===== config.mk =====
export PLATFORM = sky130hd
export DESIGN_NAME = writeback_stage_p
export DESIGN_NICKNAME = d
export VERILOG_FILES = /design/src/rtl/core_pkg.sv /design/src/rtl/load_formatter.sv /design/src/rtl/writeback_stage_p.sv
export SDC_FILE = /design/constraint.sdc
export NUM_CORES = 1
export LEC_CHECK = 0
export CAP_MARGIN = 20
export CORE_ASPECT_RATIO = 0.75
export CORE_UTILIZATION = 54
export DETAILED_ROUTE_END_ITERATION = 10
export PLACE_DENSITY = 0.86
export SYNTH_ARGS = -nofsm -noshare
export SYNTH_HDL_FRONTEND = slang
export SYNTH_SLANG_ARGS = --single-unit

===== constraint.sdc =====
create_clock -name clk -period 3.6 [get_ports clk]
set_input_delay 0.36 -clock clk [delete_from_list [all_inputs] [get_ports clk]]
set_output_delay 0.36 -clock clk [all_outputs]
set_load 0.1 [all_outputs]

===== src/rtl/core_pkg.sv =====
// core_pkg: result-source codes, load funct3 encodings and helpers shared by the writeback stage.
package core_pkg;
  localparam logic [1:0] RESULT_ALU = 2'b00, RESULT_MEM = 2'b01, RESULT_PC4 = 2'b10, RESULT_IMM = 2'b11;
  localparam logic [2:0] LB = 3'b000, LH = 3'b001, LW = 3'b010, LD = 3'b011;
  localparam logic [2:0] LBU = 3'b100, LHU = 3'b101, LWU = 3'b110;
  function automatic int off_w(input int xlen);
    return xlen == 64 ? 3 : 2;
  endfunction
endpackage


===== src/rtl/load_formatter.sv =====
// load_formatter: extracts and extends load data at a byte offset and flags misaligned or illegal loads.
module load_formatter import core_pkg::*; #(
  parameter int XLEN = 32,
  localparam int OW = off_w(XLEN)
) (
  input  logic [2:0]      funct3,
  input  logic [OW-1:0]   off,
  input  logic [XLEN-1:0] raw,
  output logic [XLEN-1:0] data,
  output logic            misalign
);
  logic [XLEN-1:0] sh;
  assign sh = raw >> {off, 3'b000};
  // Illegal encodings fall through with the raw word and the misaligned flag set.
  always_comb begin
    data = raw;
    misalign = 1'b1;
    case (funct3)
      LB:  begin data = XLEN'($signed(sh[7:0])); misalign = 1'b0; end
      LBU: begin data = XLEN'(sh[7:0]); misalign = 1'b0; end
      LH:  begin data = XLEN'($signed(sh[15:0])); misalign = off[0]; end
      LHU: begin data = XLEN'(sh[15:0]); misalign = off[0]; end
      LW:  begin data = XLEN'($signed(sh[31:0])); misalign = |off[1:0]; end
      LWU: if (XLEN == 64) begin data = XLEN'(sh[31:0]); misalign = |off[1:0]; end
      LD:  if (XLEN == 64) begin data = sh; misalign = |off; end
      default: ;
    endcase
  end
endmodule


===== src/rtl/writeback_stage_p.sv =====
// writeback_stage_p: MEM/WB pipeline register with load formatting, result select,
// register-file write gating and a retired-instruction counter.
module writeback_stage_p import core_pkg::*; #(
  parameter int XLEN = 32,
  parameter int RADDR_W = 5,
  parameter int RET_CNT_W = 64
) (
  input  logic                 clk,
  input  logic                 rst,
  input  logic                 ValidM,
  input  logic                 RegWriteM,
  input  logic [1:0]           ResultSrcM,
  input  logic [2:0]           LoadFunct3M,
  input  logic [RADDR_W-1:0]   RdM,
  input  logic [XLEN-1:0]      ALU_ResultM,
  input  logic [XLEN-1:0]      ReadDataM,
  input  logic [XLEN-1:0]      PCPlus4M,
  input  logic [XLEN-1:0]      ImmExtM,
  input  logic                 StallW,
  input  logic                 FlushW,
  output logic                 ValidW,
  output logic                 RegWriteW,
  output logic [RADDR_W-1:0]   RdW,
  output logic [XLEN-1:0]      ResultW,
  output logic                 MisalignW,
  output logic [RET_CNT_W-1:0] InstRetW
);
  localparam int OW = off_w(XLEN);
  logic                valid_q, regwrite_q, mis;
  logic [1:0]          src_q;
  logic [2:0]          f3_q;
  logic [RADDR_W-1:0]  rd_q;
  logic [XLEN-1:0]     alu_q, rdata_q, pc4_q, imm_q, load_data;
  load_formatter #(.XLEN(XLEN)) u_fmt (
    .funct3(f3_q), .off(alu_q[OW-1:0]), .raw(rdata_q), .data(load_data), .misalign(mis)
  );
  assign ValidW = valid_q;
  assign RdW = rd_q;
  assign MisalignW = valid_q & (src_q == RESULT_MEM) & mis;
  assign RegWriteW = valid_q & regwrite_q & (rd_q != '0) & ~MisalignW;
  assign ResultW = src_q == RESULT_ALU ? alu_q : src_q == RESULT_MEM ? load_data :
                   src_q == RESULT_PC4 ? pc4_q : imm_q;
  // A flush only kills the incoming slot; the departing instruction still retires.
  always_ff @(posedge clk or negedge rst) begin
    if (!rst) begin
      {valid_q, regwrite_q, src_q, f3_q, rd_q} <= '0;
      {alu_q, rdata_q, pc4_q, imm_q} <= '0;
      InstRetW <= '0;
    end else begin
      if (FlushW) valid_q <= 1'b0;
      else if (!StallW) begin
        {valid_q, regwrite_q, src_q, f3_q, rd_q} <= {ValidM, RegWriteM, ResultSrcM, LoadFunct3M, RdM};
        {alu_q, rdata_q, pc4_q, imm_q} <= {ALU_ResultM, ReadDataM, PCPlus4M, ImmExtM};
      end
      if (valid_q && (!StallW || FlushW) && !MisalignW) InstRetW <= InstRetW + RET_CNT_W'(1);
    end
  end
endmodule


==> impl_metrics.yaml, run 1 <==
sta:
  fin_setup_tns_ns: 0
  finalClockSkew_ns: 0.0139
  tightest_slew_ns: 1.01
  setup_violations: 0
  fmax_mhz: 291
  rsz0062_at_grt: "false"
  fin_crit_sh_pct: 95.3
  hold_violations: 0
  final.min_clock_period_ns: 3.43
  relSlewSlack_pct: 32.3
  drv_slew: 0
hold_path:
  hold_path_class: "flip-flop to flip-flop"
  min-delay-start: "InstRetW[63]"
worst_setup_path:
  r2r_cells: 5
  crit_start: "alu_q[1]"
  rrSetupSlack_ns: 0.77
  path_class: "flip-flop to output pin"
  rr_startpoint: "alu_q[1]"
  reg2reg_to: "InstRetW[45]"
  crit_end: "ResultW[31]"
  cp.required_ns: 3.24
  crit_fanout: 18
  start_kind: "flip-flop"
  endpoint_kind: "output pin"
  arrival_ns: 3.07
routing:
  drc: 0
  first_pass_iters: 6
  vias_per_cell: 5.92
  ant_nets: 0
  wl_per_cell_um: 20.8
  detail_route.iter0.violations: 696
  detail_route.wirelength_um: 28100
  vias: 7980
final_layout:
  area_delta_synth_final_pct: 37.3
  nNetsFinal: 1236
  final_layout_size_suffix_gt1_share_pct: 22.2
clock_tree:
  cts_root_buffer: "clkbuf_16"
  clk_pin_slew_ns: 0.07
  clkSinkCount: 204
  numCtsBuffers: 20
  cts_max_level: 1
  holdBufCountCts: 1
  clockBufferDepth: 3
  clk_latency_ns: 0.50
  cts_tree: "built"
  postCtsSetupRepairBufs: 0
  cts.repair.resized: 0
yosys:
  syn_avg_cell_area_um2: 11.6
  synth_top_area_share_pct: 51.4
  synth.area.mux_share_pct: 21.1
  syn_inst: 857
  synthesis.nets: 1002
  ys_types: 49
  synth-seq-cells: 204
  synth_warnings: 0
  synthAdderAreaFrac_pct: 0.126
  ys_seq_area_share_pct: 51.4
  syn_area_mm2: 0.00992
  synth_top_cell_by_area: "dfrtp_1"
  synth_compound_area_share_pct: 9.33
  synth_top_family_by_area: "multiplexers"
  synthSimpleGateAreaFrac_pct: 9.59
  synth_area_leaders: "dfrtp_1, mux2_2, xor2_1"
  yosys.area_share.xor_xnor_pct: 5.56
global_route:
  use_met3_pct: 5.60
  overflow: 0
  grt_pass1_vias: 7997
  grt_pass1_wl_um: 44000
  antenna_found_initial: 3
  top_usage_layer: "met1"
  use_met2_pct: 44.8
  grt_max_degree: 142
  met1_usage_pct: 45.1
  track_usage_pct: 30.3
place:
  port_buffers: 247
  gp_congestion: 0.934
  place_hpwl_um: 20100
floorplan:
  io_pins: 248
  dieArea_mm2: 0.0189
  die_y_um: 119
  die_width_um: 159
  start_util_pct: 55.7
  row_count: 42
  coreArea_mm2: 0.0178
power_and_ir_drop:
  p_int_w: 0.00483
  pwr-share-comb_pct: 37.2
  ir_drop_uv: 590
  switching_share_pct: 37.5
  p_switching_w: 0.00289
  p_per_area_mw_per_mm2: 567
  p_seq_share_pct: 36.2
  p_total_w: 0.00772
  p_leak_nw: 5.76
  pwr-share-clk_pct: 26.6
run_status:
  status: "finished, final reports clean"
job:
  max_cap_violations: 0
-- cells by family after synthesis --
kind of cell | count (synthesis)
DFF | 204
and+or+nand+nor | 189
muxes | 189
xor gates and xnor gates | 63
adders and majority gates | 1
AOI/OAI and AO/OA | 142
buffers and inverters | 69
-- power groups by stage --
stage / combinational, W / sequential [W] / clock (W)
floorplan: 0.00166 / 0.00294 / 0
global route: 0.00298 / 0.00282 / 0.00217
detailed placement: 0.00286 / 0.00283 / 0
global placement: 0.00283 / 0.00281 / 0
CTS: 0.00287 / 0.00279 / 0.00208
finish: 0.00287 / 0.00280 / 0.00205
-- sequential cells by signal, indices dropped and copies added, names as in the netlist --
signal and flops:
alu_q 32, regwrite_q 1, ValidW 1, src_q 2, f3_q 3, imm_q 32
RdW 5, InstRetW 64, pc4_q 32, rdata_q 32
-- Yosys cell counts, drive strengths merged --
| master | instances |
|---|---|
| dfrtp | 204 |
| mux2 | 154 |
| a21oi | 47 |
| nand2 | 43 |
| xor2 | 40 |
| clkbuf | 39 |
| nor2 | 39 |
| o21ai | 36 |
| mux2i | 34 |
| nor3 | 31 |
| xnor2 | 23 |
| nand3 | 21 |
| nor4 | 18 |
| inv | 16 |
| nand4 | 16 |
| a22oi | 14 |
| buf | 13 |
| a211o | 8 |
| o2111a | 8 |
| a221o | 7 |
| a31oi | 6 |
| o2bb2ai | 6 |
| and3 | 3 |
| nand2b | 3 |
| or4 | 3 |
| nor2b | 2 |
| nor3b | 2 |
| o221ai | 2 |
| o22ai | 2 |
| or2 | 2 |
| or3 | 2 |
| a21bo | 1 |
| a21boi | 1 |
| a32oi | 1 |
| and2 | 1 |
| and4 | 1 |
| clkinv | 1 |
| ha | 1 |
| mux4 | 1 |
| nand3b | 1 |
| nor4b | 1 |
| o21a | 1 |
| o311ai | 1 |
| o31ai | 1 |
-- stage by stage --
stage / setup WS (ns) / cells / util (%) / hold slack (ns) / area, µm²
3_5_place_dp: 0.794 / 1310 / 72.9 / 0.457 / 13000
3_3_place_gp: 0.868 / 1310 / 72.9 / 0.459 / 13000
5_1_grt: 0.0961 / 1347 / 76.5 / 0.473 / 13600
6_report: 0.168 / 1348 / 76.5 / 0.471 / 13600
2_1_floorplan: 0.199 / 857 / - / 0.0644 / 9930
4_1_cts: 0.261 / 1345 / 76.4 / 0.468 / 13600
-- critical path: stages, from the launching register on --
cell and delay (ns):
dfrtp_1 0.75, nor2b_1 0.26, o2bb2ai_1 0.22, o221ai_1 0.18
a21oi_1 0.67, a211o_1 0.29, buf_12 0.19
-- layout by cell type, fill, tap and decap left out, drive strengths merged, types with 3 or more instances in the layout --
cell	synthesis	layout
dfrtp	204	204
xor2	40	40
o2111a	8	8
clkinv	1	5
a211o	8	8
nor3	31	31
a22oi	14	14
nand4	16	16
nand2b	3	3
nor4	18	18
inv	16	16
nor2	39	39
nand2	43	43
o2bb2ai	6	6
and3	3	3
a221o	7	7
o21ai	36	36
clkbuf	39	30
nand3	21	21
clkdlybuf4s50	0	212
xnor2	23	23
diode	0	3
mux2i	34	34
a21oi	47	47
buf	13	50
mux2	154	154
a31oi	6	6
or4	3	3
-- how the worst min path moves through the flow --
stage / slack, ns / end / cells after the start
after floorplan: 0.06 / InstRetW[0] / 0
after global placement: 0.46 / InstRetW[63] / 1
after detailed placement: 0.46 / InstRetW[63] / 1
after CTS: 0.47 / imm_q[19] / 2
after global routing: 0.47 / pc4_q[26] / 2
final: 0.47 / InstRetW[63] / 1
-- final cells by class --
| class | count | area [µm²] |
|---|---|---|
| multi-input cells | 584 | 4560 |
| fillers | 1169 | 4190 |
| inverters | 17 | 63.8 |
| clock inverters | 5 | 50.0 |
| flip-flops and latches | 204 | 5110 |
| repair buffers | 264 | 2960 |
| clock buffers | 29 | 576 |
| well taps | 242 | 303 |
| diodes | 3 | 7.51 |
-- metal layers --
metal	share of wire (%)	up-vias
li1	-	3584
met1	45	3977
met2	44	360
met3	7.5	59
met4	2.6	0
met5	0	-
No activity file was read; power rests on OpenSTA's default activity.
==> run 2: changes to the inputs <==
- CORE_UTILIZATION: 54 -> 45
- PLACE_DENSITY: 0.86 -> 0.73
==> impl_metrics.yaml, run 2 (synthesis gave the netlist of run 1 again) <==
power_and_ir_drop:
  switching_share_pct: 36.6
  p_leak_nw: 5.82
  p_per_area_mw_per_mm2: 574
  p_int_w: 0.00502
  p_switching_w: 0.00290
  p_total_w: 0.00793
  ir_drop_uv: 447
  p_seq_share_pct: 35.2
  pwr-share-comb_pct: 36.5
  pwr-share-clk_pct: 28.4
floorplan:
  coreArea_mm2: 0.0214
  dieArea_mm2: 0.0227
  row_count: 46
  die_y_um: 131
  die_width_um: 173
  start_util_pct: 46.5
  io_pins: 248
clock_tree:
  cts_root_buffer: "clkbuf_16"
  clk_latency_ns: 0.50
  cts_max_level: 1
  clkSinkCount: 204
  postCtsSetupRepairBufs: 0
  cts_tree: "built"
  clk_pin_slew_ns: 0.06
  clockBufferDepth: 3
  numCtsBuffers: 22
sta:
  tightest_slew_ns: 1.02
  fmax_mhz: 300
  setup_violations: 0
  drv_slew: 0
  relSlewSlack_pct: 32.0
  fin_crit_sh_pct: 92.6
  finalClockSkew_ns: 0.00650
  fin_setup_tns_ns: 0
  hold_violations: 0
  final.min_clock_period_ns: 3.33
  rsz0062_at_grt: "false"
worst_setup_path:
  start_kind: "flip-flop"
  crit_fanout: 18
  cp.required_ns: 3.24
  endpoint_kind: "output pin"
  path_class: "flip-flop to output pin"
  arrival_ns: 2.97
routing:
  vias: 7767
  first_pass_iters: 5
  detail_route.wirelength_um: 28200
  drc: 0
  vias_per_cell: 5.54
  ant_nets: 0
  wl_per_cell_um: 20.1
  detail_route.iter0.violations: 715
final_layout:
  mostFrequentLayoutCell: "clkdlybuf4s50_1"
  area_delta_synth_final_pct: 39.3
  largest_reg_flops: 64
  final_layout_size_suffix_gt1_share_pct: 23.2
  largest-register: "InstRetW"
  final_cell_mix: "clkdlybuf4s50_1, dfrtp_1, mux2_2"
  post-route-util_pct: 64.7
  nNetsFinal: 1244
global_route:
  grt_max_degree: 90
  overflow: 0
  grt_pass1_wl_um: 43800
  grt_pass1_vias: 7566
  track_usage_pct: 24.9
  antenna_found_initial: 3
place:
  port_buffers: 247
  gp_congestion: 0.948
  place_hpwl_um: 20500
job:
  max_cap_violations: 0
run_status:
  status: "finished, final reports clean"
hold_path:
  hold_path_class: "input port to flip-flop"
## run 2: cell count changes in the layout (fill, tap and decap cells not counted), moves of 2 or more
cell	delta
clkbuf_16	+2
a21oi_2	+2
buf_4	+6
clkinv_2	-2
a21oi_1	-2
## run 2: path summary, 6_finish.rpt
| path | startpoint | endpoint | slack (ns) | depth (start not counted) |
|---|---|---|---|---|
| setup / recovery | alu_q[1] | ResultW[27] | 0.27 | 6 |
| setup reg to reg | f3_q[0] | InstRetW[35] | 0.86 | 5 |
| hold / removal | ResultSrcM[0] | src_q[0] | 0.42 | 3 |
| min in group asynchronous | rst | pc4_q[17] | 0.48 | 2 |
| hold reg to reg | InstRetW[63] | InstRetW[63] | 0.47 | 1 |
| max in group asynchronous | rst | pc4_q[8] | 2.24 | 3 |
## run 2: area by class of cell
cell class                      instances  area, µm²
Fill cell                            1687       7530
Sequential cell                       204       5110
Multi-Input combinational cell        584       4570
Timing Repair Buffer                  270       3000
Clock buffer                           31        636
Tap cell                              288        360
Clock inverter                          4       70.1
Inverter                               17       63.8
Antenna cell                            3       7.51
## run 2: metrics by stage
stage	hold slack [ns]	setup WS [ns]	cell area, µm²	cells
after floorplan	0.0644	0.199	9930	857
after global placement	0.462	0.655	13100	1362
after detailed placement	0.465	0.611	13100	1362
after CTS	0.408	0.0631	13800	1398
after global routing	0.448	0.0963	13800	1401
final	0.417	0.266	13800	1401
## run 2: timing repair
action	CTS	global route
resized for setup	0	4
endpoints found under the setup margin	0	23
hold buffers	1	0
endpoints found under the hold margin	86	0
## run 2: metal layers
| metal | GRT usage, % | vias to the layer above | wire, µm |
|---|---|---|---|
| met4 | 7.76 | 0 | 648 |
| li1 | - | 3605 | - |
| met3 | 5.41 | 43 | 2220 |
| met5 | 0 | - | 0 |
| met1 | 37.5 | 3829 | 13400 |
| met2 | 35.6 | 290 | 11900 |
## run 2: power by group through the flow
stage	sequential, W	clock, W	combinational, W
after floorplan	0.00294	0	0.00166
after global placement	0.00281	0	0.00285
after detailed placement	0.00282	0	0.00288
after CTS	0.00278	0.00230	0.00289
after global routing	0.00282	0.00238	0.00301
final	0.00279	0.00225	0.00289
## run 2: worst max-delay path: stages (launching register included)
cell     delay (ns)
dfrtp_1        0.56
buf_4          0.30
mux2i_1        0.51
mux2i_1        0.19
a21oi_2        0.45
a211o_1        0.27
buf_12         0.19
